$ cat src/rtl/fpu_pkg.sv
`default_nettype none
// ============================================================================
//  Module   : fpu_pkg
//  Purpose  : Shared FSM states, status bit indices and exponent-bias helper
//             for the sequential FPU adder/subtractor.
//  Revision : 1.0  initial parametrised release
// ============================================================================
package fpu_pkg;

  typedef enum logic [2:0] {
    S_IDLE  = 3'd0,
    S_ALIGN = 3'd1,
    S_ADD   = 3'd2,
    S_NORM  = 3'd3,
    S_PACK  = 3'd4
  } fpu_state_e;

  localparam int c_st_exact     = 0;
  localparam int c_st_overflow  = 1;
  localparam int c_st_underflow = 2;
  localparam int c_st_inexact   = 3;

  function automatic int fpu_bias(input int exp_w);
    return (1 << (exp_w - 1)) - 1;
  endfunction

endpackage
`default_nettype wire

$ cat src/rtl/fpu_unpack.sv
`default_nettype none
// ============================================================================
//  Module   : fpu_unpack
//  Purpose  : Splits a packed word into sign/exponent/significand; a zero
//             exponent forces the significand (including hidden bit) to 0.
//  Revision : 1.0  initial parametrised release
// ============================================================================
module fpu_unpack
  import fpu_pkg::*;
#(
  parameter int EXP_W = 6,
  parameter int MAN_W = 25
) (
  input  logic [EXP_W+MAN_W:0] word,
  output logic                 sign,
  output logic [EXP_W-1:0]     exponent,
  output logic [MAN_W:0]       sig,
  output logic                 is_zero
);

  assign sign     = word[EXP_W+MAN_W];
  assign exponent = word[MAN_W +: EXP_W];
  assign is_zero  = (exponent == '0);
  assign sig      = is_zero ? '0 : {1'b1, word[MAN_W-1:0]};

endmodule
`default_nettype wire

$ cat src/rtl/fpu_addsub_seq.sv
`default_nettype none
// ============================================================================
//  Module   : fpu_addsub_seq
//  Purpose  : Multi-cycle floating-point add/subtract with start/done
//             handshake, bit-serial align/normalise and one-hot status.
//  Revision : 1.0  initial parametrised release
// ============================================================================
module fpu_addsub_seq
  import fpu_pkg::*;
#(
  parameter int EXP_W = 6,
  parameter int MAN_W = 25
) (
  input  logic                 clock100KHz,
  input  logic                 reset,
  input  logic                 start_in,
  input  logic                 op_sel_in,
  input  logic [EXP_W+MAN_W:0] op_A_in,
  input  logic [EXP_W+MAN_W:0] op_B_in,
  output logic                 busy_out,
  output logic                 done_out,
  output logic [EXP_W+MAN_W:0] data_out,
  output logic [3:0]           status_out
);

  localparam int c_w     = 1 + EXP_W + MAN_W;
  localparam int c_sig_w = MAN_W + 3;  // carry, hidden, mantissa, guard
  localparam int c_e_w   = EXP_W + 1;
  localparam logic [c_e_w-1:0] c_exp_max = c_e_w'((2 ** EXP_W) - 2);

  fpu_state_e r_state, w_state_nxt;

  logic               w_a_sign, w_b_sign, w_a_zero, w_b_zero;
  logic [EXP_W-1:0]   w_a_exp, w_b_exp;
  logic [MAN_W:0]     w_a_sig, w_b_sig;
  logic               w_b_eff_sign, w_swap;
  logic               w_x_sign;
  logic [EXP_W-1:0]   w_x_exp, w_y_exp;
  logic [MAN_W:0]     w_x_sig, w_y_sig;

  logic               r_x_sign, r_sub, r_sticky, r_zero, r_uflow;
  logic [c_e_w-1:0]   r_x_exp;
  logic [c_sig_w-1:0] r_x_mag, r_y_mag;
  logic [EXP_W-1:0]   r_d;

  logic               w_align_far, w_align_last;
  logic               w_carry, w_hidden, w_mag_zero, w_exp_floor, w_norm_last;
  logic [c_w-1:0]     w_pack_data;
  logic [3:0]         w_pack_status;

  fpu_unpack #(.EXP_W(EXP_W), .MAN_W(MAN_W)) u_unpack_a (
    .word     (op_A_in),
    .sign     (w_a_sign),
    .exponent (w_a_exp),
    .sig      (w_a_sig),
    .is_zero  (w_a_zero)
  );

  fpu_unpack #(.EXP_W(EXP_W), .MAN_W(MAN_W)) u_unpack_b (
    .word     (op_B_in),
    .sign     (w_b_sign),
    .exponent (w_b_exp),
    .sig      (w_b_sig),
    .is_zero  (w_b_zero)
  );

  // Larger magnitude becomes X so subtraction never borrows out of the top.
  assign w_b_eff_sign = w_b_sign ^ op_sel_in;
  assign w_swap       = !w_b_zero &&
                        (w_a_zero || ({w_b_exp, w_b_sig} > {w_a_exp, w_a_sig}));
  assign w_x_sign     = w_swap ? w_b_eff_sign : w_a_sign;
  assign w_x_exp      = w_swap ? w_b_exp : w_a_exp;
  assign w_y_exp      = w_swap ? w_a_exp : w_b_exp;
  assign w_x_sig      = w_swap ? w_b_sig : w_a_sig;
  assign w_y_sig      = w_swap ? w_a_sig : w_b_sig;

  assign w_align_far  = int'(r_d) > (MAN_W + 2);
  assign w_align_last = w_align_far || (r_d <= EXP_W'(1));

  assign w_carry      = r_x_mag[c_sig_w-1];
  assign w_hidden     = r_x_mag[MAN_W+1];
  assign w_mag_zero   = (r_x_mag == '0);
  assign w_exp_floor  = (r_x_exp <= c_e_w'(1));
  // The left shift done this cycle lands r_x_mag[MAN_W] on the hidden bit.
  assign w_norm_last  = w_mag_zero || w_carry || w_hidden || w_exp_floor ||
                        r_x_mag[MAN_W];

  always_ff @(posedge clock100KHz or negedge reset) begin
    if (!reset) r_state <= S_IDLE;
    else        r_state <= w_state_nxt;
  end

  always_comb begin
    w_state_nxt = r_state;
    case (r_state)
      S_IDLE:  if (start_in) w_state_nxt = S_ALIGN;
      S_ALIGN: if (w_align_last) w_state_nxt = S_ADD;
      S_ADD:   w_state_nxt = S_NORM;
      S_NORM:  if (w_norm_last) w_state_nxt = S_PACK;
      S_PACK:  w_state_nxt = S_IDLE;
      default: w_state_nxt = S_IDLE;
    endcase
  end

  always_comb begin
    busy_out = (r_state != S_IDLE);
  end

  always_comb begin
    w_pack_data   = '0;
    w_pack_status = '0;
    if (r_zero) begin
      w_pack_status[r_sticky ? c_st_inexact : c_st_exact] = 1'b1;
    end else if (r_x_exp > c_exp_max) begin
      w_pack_data = {r_x_sign, c_exp_max[EXP_W-1:0], {MAN_W{1'b1}}};
      w_pack_status[c_st_overflow] = 1'b1;
    end else if (r_uflow) begin
      w_pack_status[c_st_underflow] = 1'b1;
    end else begin
      w_pack_data = {r_x_sign, r_x_exp[EXP_W-1:0], r_x_mag[MAN_W:1]};
      w_pack_status[(r_sticky || r_x_mag[0]) ? c_st_inexact : c_st_exact] = 1'b1;
    end
  end

  always_ff @(posedge clock100KHz or negedge reset) begin
    if (!reset) begin
      r_x_sign   <= 1'b0;
      r_sub      <= 1'b0;
      r_sticky   <= 1'b0;
      r_zero     <= 1'b0;
      r_uflow    <= 1'b0;
      r_x_exp    <= '0;
      r_x_mag    <= '0;
      r_y_mag    <= '0;
      r_d        <= '0;
      done_out   <= 1'b0;
      data_out   <= '0;
      status_out <= '0;
    end else begin
      done_out <= 1'b0;
      case (r_state)
        S_IDLE: begin
          if (start_in) begin
            r_x_sign <= w_x_sign;
            r_sub    <= w_a_sign ^ w_b_eff_sign;
            r_x_exp  <= {1'b0, w_x_exp};
            r_x_mag  <= {1'b0, w_x_sig, 1'b0};
            r_y_mag  <= {1'b0, w_y_sig, 1'b0};
            r_d      <= w_x_exp - w_y_exp;
            r_sticky <= 1'b0;
            r_zero   <= 1'b0;
            r_uflow  <= 1'b0;
          end
        end
        S_ALIGN: begin
          if (w_align_far) begin
            r_sticky <= r_sticky | (|r_y_mag);
            r_y_mag  <= '0;
            r_d      <= '0;
          end else if (r_d != '0) begin
            r_y_mag  <= r_y_mag >> 1;
            r_sticky <= r_sticky | r_y_mag[0];
            r_d      <= r_d - EXP_W'(1);
          end
        end
        S_ADD: begin
          r_x_mag <= r_sub ? (r_x_mag - r_y_mag) : (r_x_mag + r_y_mag);
        end
        S_NORM: begin
          if (w_mag_zero) begin
            r_zero <= 1'b1;
          end else if (w_carry) begin
            r_x_mag  <= r_x_mag >> 1;
            r_sticky <= r_sticky | r_x_mag[0];
            r_x_exp  <= r_x_exp + c_e_w'(1);
          end else if (!w_hidden) begin
            if (w_exp_floor) begin
              r_uflow <= 1'b1;
            end else begin
              r_x_mag <= r_x_mag << 1;
              r_x_exp <= r_x_exp - c_e_w'(1);
            end
          end
        end
        S_PACK: begin
          data_out   <= w_pack_data;
          status_out <= w_pack_status;
          done_out   <= 1'b1;
        end
        default: ;
      endcase
    end
  end

endmodule
`default_nettype wire
$ cat config.mk
export PLATFORM = sky130hd
export DESIGN_NAME = fpu_addsub_seq
export DESIGN_NICKNAME = d
export VERILOG_FILES = /design/src/rtl/fpu_pkg.sv /design/src/rtl/fpu_unpack.sv /design/src/rtl/fpu_addsub_seq.sv
export SDC_FILE = /design/constraint.sdc
export NUM_CORES = 1
export LEC_CHECK = 0
export ABC_AREA = 1
export CORE_UTILIZATION = 58
export CTS_CLUSTER_SIZE = 30
export DETAILED_ROUTE_END_ITERATION = 8
export PLACE_DENSITY = 0.82
export RECOVER_POWER = 25
export SKIP_CTS_REPAIR_TIMING = 1
export SLEW_MARGIN = 20
export SYNTH_ARGS = -nofsm -noshare
export SYNTH_HDL_FRONTEND = slang
export SYNTH_SLANG_ARGS = --single-unit
$ cat constraint.sdc
create_clock -name clock100KHz -period 3.75 [get_ports clock100KHz]
set_input_delay 0.9375 -clock clock100KHz [delete_from_list [all_inputs] [get_ports clock100KHz]]
set_output_delay 0.9375 -clock clock100KHz [all_outputs]
set_load 0.05 [all_outputs]
* After elaboration in Yosys (flattened, before gate mapping)
Cells that the tools add are included.
** Storage, ports and cells
- Word-level logic and storage cells :: 143
- Output and inout bits :: 38
- Flip-flop bits (word level) :: 114
** Cells by class
- Equality and inequality tests :: 16
- $lt $le $gt $ge :: 9
- Add/sub/neg operators :: 6
- Reductions and logical operators :: 31
- Multiplexer cells :: 62
- Bitwise logic cells :: 5
** Operators with widths (number)
- $mux W28 :: 6
- $mux W26 :: 4
- $mux W32 :: 3
- $pmux W28 S3 :: 1
- $mux W27 :: 3
- $pmux W28 S2 :: 1
- $mux W7 :: 5
- $gt A32 B32 Y1 :: 1
- $mux W6 :: 5
- $add A28 B28 Y28 :: 1
- $logic_not A28 Y1 :: 1
- $reduce_or A28 Y1 :: 1
- $sub A28 B28 Y28 :: 1
- $mux W1 :: 18
- $ne A2 B2 Y1 const B :: 9
- $reduce_and A5 Y1 :: 3
- $pmux W7 S2 :: 1
- $logic_not A6 Y1 :: 2
- $pmux W3 S4 :: 1
- $pmux W6 S2 :: 1
- $reduce_and A3 Y1 :: 4
- $mux W3 :: 3
- $ne A3 B3 Y1 const B :: 3
- $reduce_bool A3 Y1 :: 3
- other kinds (28) :: 48

* Logic depth before layout (Yosys ltp)
- Depth in word-level cells :: 9
- Gate-level depth with buffers :: 34
- Mapped depth without buffers :: 32

* Modules after synthesis
From an unflattened synthesis, not the netlist that was laid out.
** Unflattened totals
- Cells, all modules :: 1453
- Area, all modules :: 10110.9 µm²
** Modules (own cells, without submodules)
- fpu_addsub_seq :: cells an instance 1325, instances 1, area an instance 9535.4 µm², seq. area each 2827.7 µm²
- fpu_unpack :: cells an instance 64, instances 2, area an instance 287.8 µm², seq. area each 0.0 µm²

* Least setup slack after synthesis
OpenSTA, ideal clock, no wires.
- Path kind :: input -> register
- Start point :: input port op_B_in[28]
- End point :: register r_d[4]
- Arrival time :: 3772 ps
- Buffers on the path :: 3
- Required time :: 3673 ps
- Setup slack :: -100 ps
- Stages :: 27
- Cell sequence :: nor2_1 -> nand4_1 -> clkbuf_1 -> clkbuf_1 -> nand2_1 -> inv_1 -> ha_1 -> nand2_1 -> nor2_1 -> nand4_1 -> nor3_2 -> nand4_1 -> nand2_2 -> nand2_4 -> nand2_4 -> buf_8 -> nand2_2 -> o21ai_4 -> nand2_2 -> ha_1 -> nor2_1 -> inv_1 -> nand3_1 -> nand2_1 -> nand2_1 -> nand3_1 -> a21oi_1
** Between the ends
- Longest elaborated chain between the ends :: 9
** RTL lines
- start, declared :: RTL line fpu_addsub_seq.sv:19 : input logic [EXP_W+MAN_W:0] op_B_in,
- $logic_not A6 Y1 :: RTL line fpu_unpack.sv:23 : assign is_zero = (exponent == '0);
- $mux W26 :: RTL line fpu_unpack.sv:24 : assign sig = is_zero ? '0 : {1'b1, word[MAN_W-1:0]};
- $gt A32 B32 Y1 :: RTL line fpu_addsub_seq.sv:70 : (w_a_zero || ({w_b_exp, w_b_sig} > {w_a_exp, w_a_sig}));
- $logic_or A1 B1 Y1 :: RTL line fpu_addsub_seq.sv:70
- $logic_and A1 B1 Y1 :: RTL line fpu_addsub_seq.sv:69 : assign w_swap = !w_b_zero &&
- $mux W6 (on tied branches) :: RTL line fpu_addsub_seq.sv:72, fpu_addsub_seq.sv:73
- $sub A6 B6 Y6 * :: RTL line fpu_addsub_seq.sv:149 : r_d <= w_x_exp - w_y_exp;
- $mux W6 * :: RTL line fpu_addsub_seq.sv:143 : if (start_in) begin
- $pmux W6 S2 * :: RTL line fpu_addsub_seq.sv:141 : case (r_state)
- end signal, assigned :: RTL line fpu_addsub_seq.sv:149
- end signal, assigned :: RTL line fpu_addsub_seq.sv:163 : r_d <= r_d - EXP_W'(1);
- end, declared :: RTL line fpu_addsub_seq.sv:44 : logic [EXP_W-1:0] r_d;
Every way passes the cells marked *; elsewhere a longest branch is shown, timed or not. The select of a mux whose other input is x is not followed.
A chain may end at the register's enable or synchronous reset.

* Final worst setup path
- Start point :: register r_y_mag[0]
- End point :: register r_x_mag[26]
** Between the ends
- Longest elaborated chain between the ends :: 3
** RTL lines
- start, declared :: RTL line fpu_addsub_seq.sv:43 : logic [c_sig_w-1:0] r_x_mag, r_y_mag;
- start signal, assigned :: RTL line fpu_addsub_seq.sv:148 : r_y_mag <= {1'b0, w_y_sig, 1'b0};
- start signal, assigned :: RTL line fpu_addsub_seq.sv:161 : r_y_mag <= r_y_mag >> 1;
- $add A28 B28 Y28 / $sub A28 B28 Y28 (equally long branches) :: RTL line fpu_addsub_seq.sv:167 : r_x_mag <= r_sub ? (r_x_mag - r_y_mag) : (r_x_mag + r_y_mag);
- $mux W28 * :: RTL line fpu_addsub_seq.sv:167
- $pmux W28 S3 * :: RTL line fpu_addsub_seq.sv:141
- end signal, assigned :: RTL line fpu_addsub_seq.sv:147 : r_x_mag <= {1'b0, w_x_sig, 1'b0};
- end signal, assigned :: RTL line fpu_addsub_seq.sv:167
- end signal, assigned :: RTL line fpu_addsub_seq.sv:173 : r_x_mag <= r_x_mag >> 1;
- end, declared :: RTL line fpu_addsub_seq.sv:43
Every way passes the cells marked *; elsewhere a longest branch is shown, timed or not.

==> implementation parameters <==
Parameter                              Value

Outcome
  Status    finished, violations left
  Violated checks    setup timing

Die
  Floorplan row count    47
  Initial standard-cell utilization of the core    between 50% and 60%
  Floorplan die area    17300 µm²
  Chip height    132 µm
  Top-level port count    106
  Die boundary width    132 µm
  Area of the core    16500 µm²

Critical path
  Startpoint of the most critical setup path    r_y_mag[0]$_DFFE_PN0P_
  Worst reg2reg path depth    22
  Critical setup path kind    reg -> reg
  Startpoint type of the worst setup path    register
  Required time at the worst-slack endpoint    4.04 ns
  Data arrival time of the worst path    4.26 ns
  Category of the worst setup path capture point    register
  Endpoint of the lowest-slack register-to-register path    r_x_mag[26]$_DFFE_PN0P_
  Worst reg2reg path startpoint    r_y_mag[0]$_DFFE_PN0P_
  Setup slack of the most critical reg-to-reg path    -0.22 ns
  Crit Path Max Fanout    3

Routing
  Post-route antenna net violation count    0
  Number of vias after detailed routing    approximately 11000
  Routed length per instance    17.9 µm
  Number of design-rule violations left by the first detailed-router iteration    1190
  # DRC    0
  Pre-Repair DR Iteration Count    5
  Average vias per placed instance    6.02
  Wire length after detailed routing    between 30000 and 40000 µm

Logic synthesis
  Synth Cell Area    9740 µm²
  Leading post-synthesis cells by cell area    sky130_fd_sc_hd__dfrtp_1 (29%), sky130_fd_sc_hd__nand2_1 (13%), sky130_fd_sc_hd__ha_1 (9.0%)
  Synthesized instance count    1409
  Yosys warnings    0
  Area fraction of the dominant cell type after synthesis    just under 30%
  Top flip-flop cell by instance count after synthesis    sky130_fd_sc_hd__dfrtp_1
  Seq/Total Area, Yosys    29.0%
  Post-synthesis net count    1548
  Number of unique standard cell types used by synthesis    53
  Average footprint of a synthesized cell    6.92 µm²
  Total of flip-flops plus latches after synthesis    113
  Number of synthesized flops with an enable pin    0
  Cell type with the largest total area after synthesis    sky130_fd_sc_hd__dfrtp_1
  Synth async-reset ratio    100%

Final layout
  FF+latch area    2830 µm²
  Antenna cells    0
  Fraction of final layout cells with drive strength greater than 1    21.6%
  Final non-filler cell total    1871
  Area used by multi-input combinational logic    around 6500 µm²
  Most used cells in the layout excluding fill and tap cells    sky130_fd_sc_hd__nand2_1 (297), sky130_fd_sc_hd__inv_1 (171), sky130_fd_sc_hd__buf_4 (149)
  Total number of nets in the final design    1777
  Area growth from synthesis to layout    37.2%
  Design area    13400 µm²
  Number of filler instances in the final layout    1103
  Leading cell type in the layout, fill and taps excluded    sky130_fd_sc_hd__nand2_1

Run
  Max-cap check violation count    0

Timing
  Fin crit period    between 3 and 4 ns
  Final-report setup violation count    11
  Final hold vios    0
  Setup TNS    -0.637 ns
  Min setup slack post-route    -0.221 ns
  Number of pins with negative max-slew slack in the final report    0
  Slew at the pin with the worst max-slew slack    1.35 ns
  Portion of the clock cycle consumed by the worst path in the final layout    106%
  Highest Clock Rate    252 MHz
  Relative max-transition margin    10.0%
  Setup repair after global routing missed its margin    true
  Worst setup skew after layout    around 0.0086 ns
  Final-layout worst hold slack    0.483 ns

GRT
  Overall fraction of global-route tracks in use    a little over a third
  Initial antenna violation count    0
  Largest net degree at the start of global routing    56
  Wire length of the first global-routing pass    roughly 50000 µm
  Number of global-route vias before repair    10093
  Total congestion overflow after global routing    0

Place
  Placed Cells incl. Taps    1819
  Final estimated routing congestion in global placement    roughly 0.99
  Count of input and output buffers    between 100 and 150
  Post-detailed-placement half-perimeter wirelength    roughly 23000 µm
  Placed standard-cell area    between 10000 and 15000 µm²

Pwr
  Maximum vdd ir drop    0.581 mV
  Flop pwr share    16.5%
  Switching power as a share of total power    a little over half
  Int Power    6520 µW
  Part of the power in combinational logic    72.5%
  P_sw    about 7700 µW
  Post-layout power    14200 µW
  Power per Cell Area    1060 nW/µm²
  LEAKAGE    0.00652 µW
  Share of total power in the clock network    11.0%

Hold path
  HP Class    reg -> reg
  Hold path depth    2
  Hold path startpoint    data_out[26]$_DFFE_PN0P_
  End point of the worst hold path    data_out[26]$_DFFE_PN0P_

Clock tree
  TritonCTS buffer count    17
  Post-CTS clock slew at the launch and capture registers of the worst setup and hold paths    0.06 ns
  Clock Root Buffer    sky130_fd_sc_hd__clkbuf_16
  H-tree depth reported by CTS    4
  Clock tree sinks    113
  TritonCTS clock tree    yes
  Clock insertion delay at the later pin of the skew report    0.42 ns
  Clock tree buffer depth    2
[cells by family (layout without fill, tap and decap cells)]
group,count (synthesis),in the layout,share of synthesized area [%]
adder cells (fa/ha/maj),71,71,9.19
flip-flops,113,113,29.0
AND/OR/NAND/NOR,532,532,22.8
XOR/XNOR,35,35,3.15
AO/OA/AOI/OAI,401,401,25.5
buffers and inverters,257,499,10.4
[cells in the mapped netlist (all sizes together), types with 8 or more instances]
master and number:
nor3 13, a32oi 22, ha 70, nand4 16, xnor2 8, o211ai 56, inv 192, clkbuf 43
nor4 9, nor2 101, buf 19, a22oi 31, nand2 334, o21ai 119, dfrtp 113, xor2 27
a21oi 121, nand3 49, o32ai 17, or2 8
[power by group through the flow]
stage                     Clock (µW)  Combinational [µW]  Sequential (µW)
after global placement             0                8920             2290
after floorplan                    0                5680             2810
after CTS                       1570                9200             2290
final                           1570               10300             2340
after detailed placement           0                9090             2310
after global routing            1620               11200             2410
[per-stage QoR]
step / utilization [%] / setup slack (ns)
final: 81.2 / -0.221
after global routing: 81.2 / -0.375
after CTS: 76.2 / -0.206
after detailed placement: 72.8 / -0.621
after global placement: 72.8 / -0.556
after floorplan: - / -0.0163
[how the worst max path moves through the flow]
stage | endpoint | cells past startpoint
CTS | r_x_mag[26]$_DFFE_PN0P_ | 21
detailed placement | r_d[4]$_DFFE_PN0P_ | 28
floorplan | r_d[4]$_DFFE_PN0P_ | 27
global placement | r_x_mag[25]$_DFFE_PN0P_ | 23
finish | r_x_mag[26]$_DFFE_PN0P_ | 22
global route | r_x_mag[26]$_DFFE_PN0P_ | 22
[worst max-delay path, cell delays in order, from the launching register on]
cell                        delay, ns
sky130_fd_sc_hd__dfrtp_1         0.39
sky130_fd_sc_hd__inv_2           0.10
sky130_fd_sc_hd__nand3_4         0.10
sky130_fd_sc_hd__nor4_4          0.25
sky130_fd_sc_hd__nand2_1         0.13
sky130_fd_sc_hd__nor2_4          0.18
sky130_fd_sc_hd__nand2_4         0.08
sky130_fd_sc_hd__nor4_4          0.27
sky130_fd_sc_hd__nand2_2         0.12
sky130_fd_sc_hd__nor3_4          0.24
sky130_fd_sc_hd__a41oi_2         0.18
sky130_fd_sc_hd__xor2_1          0.23
sky130_fd_sc_hd__inv_1           0.10
sky130_fd_sc_hd__ha_4            0.29
sky130_fd_sc_hd__inv_1           0.05
sky130_fd_sc_hd__nor3_1          0.29
sky130_fd_sc_hd__a21oi_1         0.13
sky130_fd_sc_hd__o21ai_1         0.13
sky130_fd_sc_hd__o21bai_4        0.15
sky130_fd_sc_hd__nand2_1         0.07
sky130_fd_sc_hd__nand3_2         0.08
sky130_fd_sc_hd__o2111ai_2       0.10
sky130_fd_sc_hd__o21a_1          0.17
[routing by layer]
layer / GRT usage, % / routed length [µm] / vias to the layer above
met5: 0 / 0 / -
met4: 11.8 / 1200 / 0
met3: 7.95 / 3250 / 103
met2: 56.3 / 15200 / 643
met1: 50.4 / 13900 / 5247
li1: - / - / 5278
[sequential cells by signal, summed over array words and instances, names as in the netlist]
signal	cells
r_zero	1
r_d	6
r_x_sign	1
done_out	1
r_sub	1
r_x_mag	28
r_uflow	1
r_state	3
r_x_exp	7
r_y_mag	27
r_sticky	1
data_out	32
status_out	4
[cell type report]
cell class                      instances  share of cell area, %
Multi-Input combinational cell       1039                   49.0
Sequential cell                       113                   21.2
Timing Repair Buffer                  272                   18.0
Inverter                              195                   5.51
Clock buffer                           18                   3.29
Tap cell                              220                   2.06
Clock inverter                         14                  0.973
Note: power is estimated with default switching activity, not from simulation.
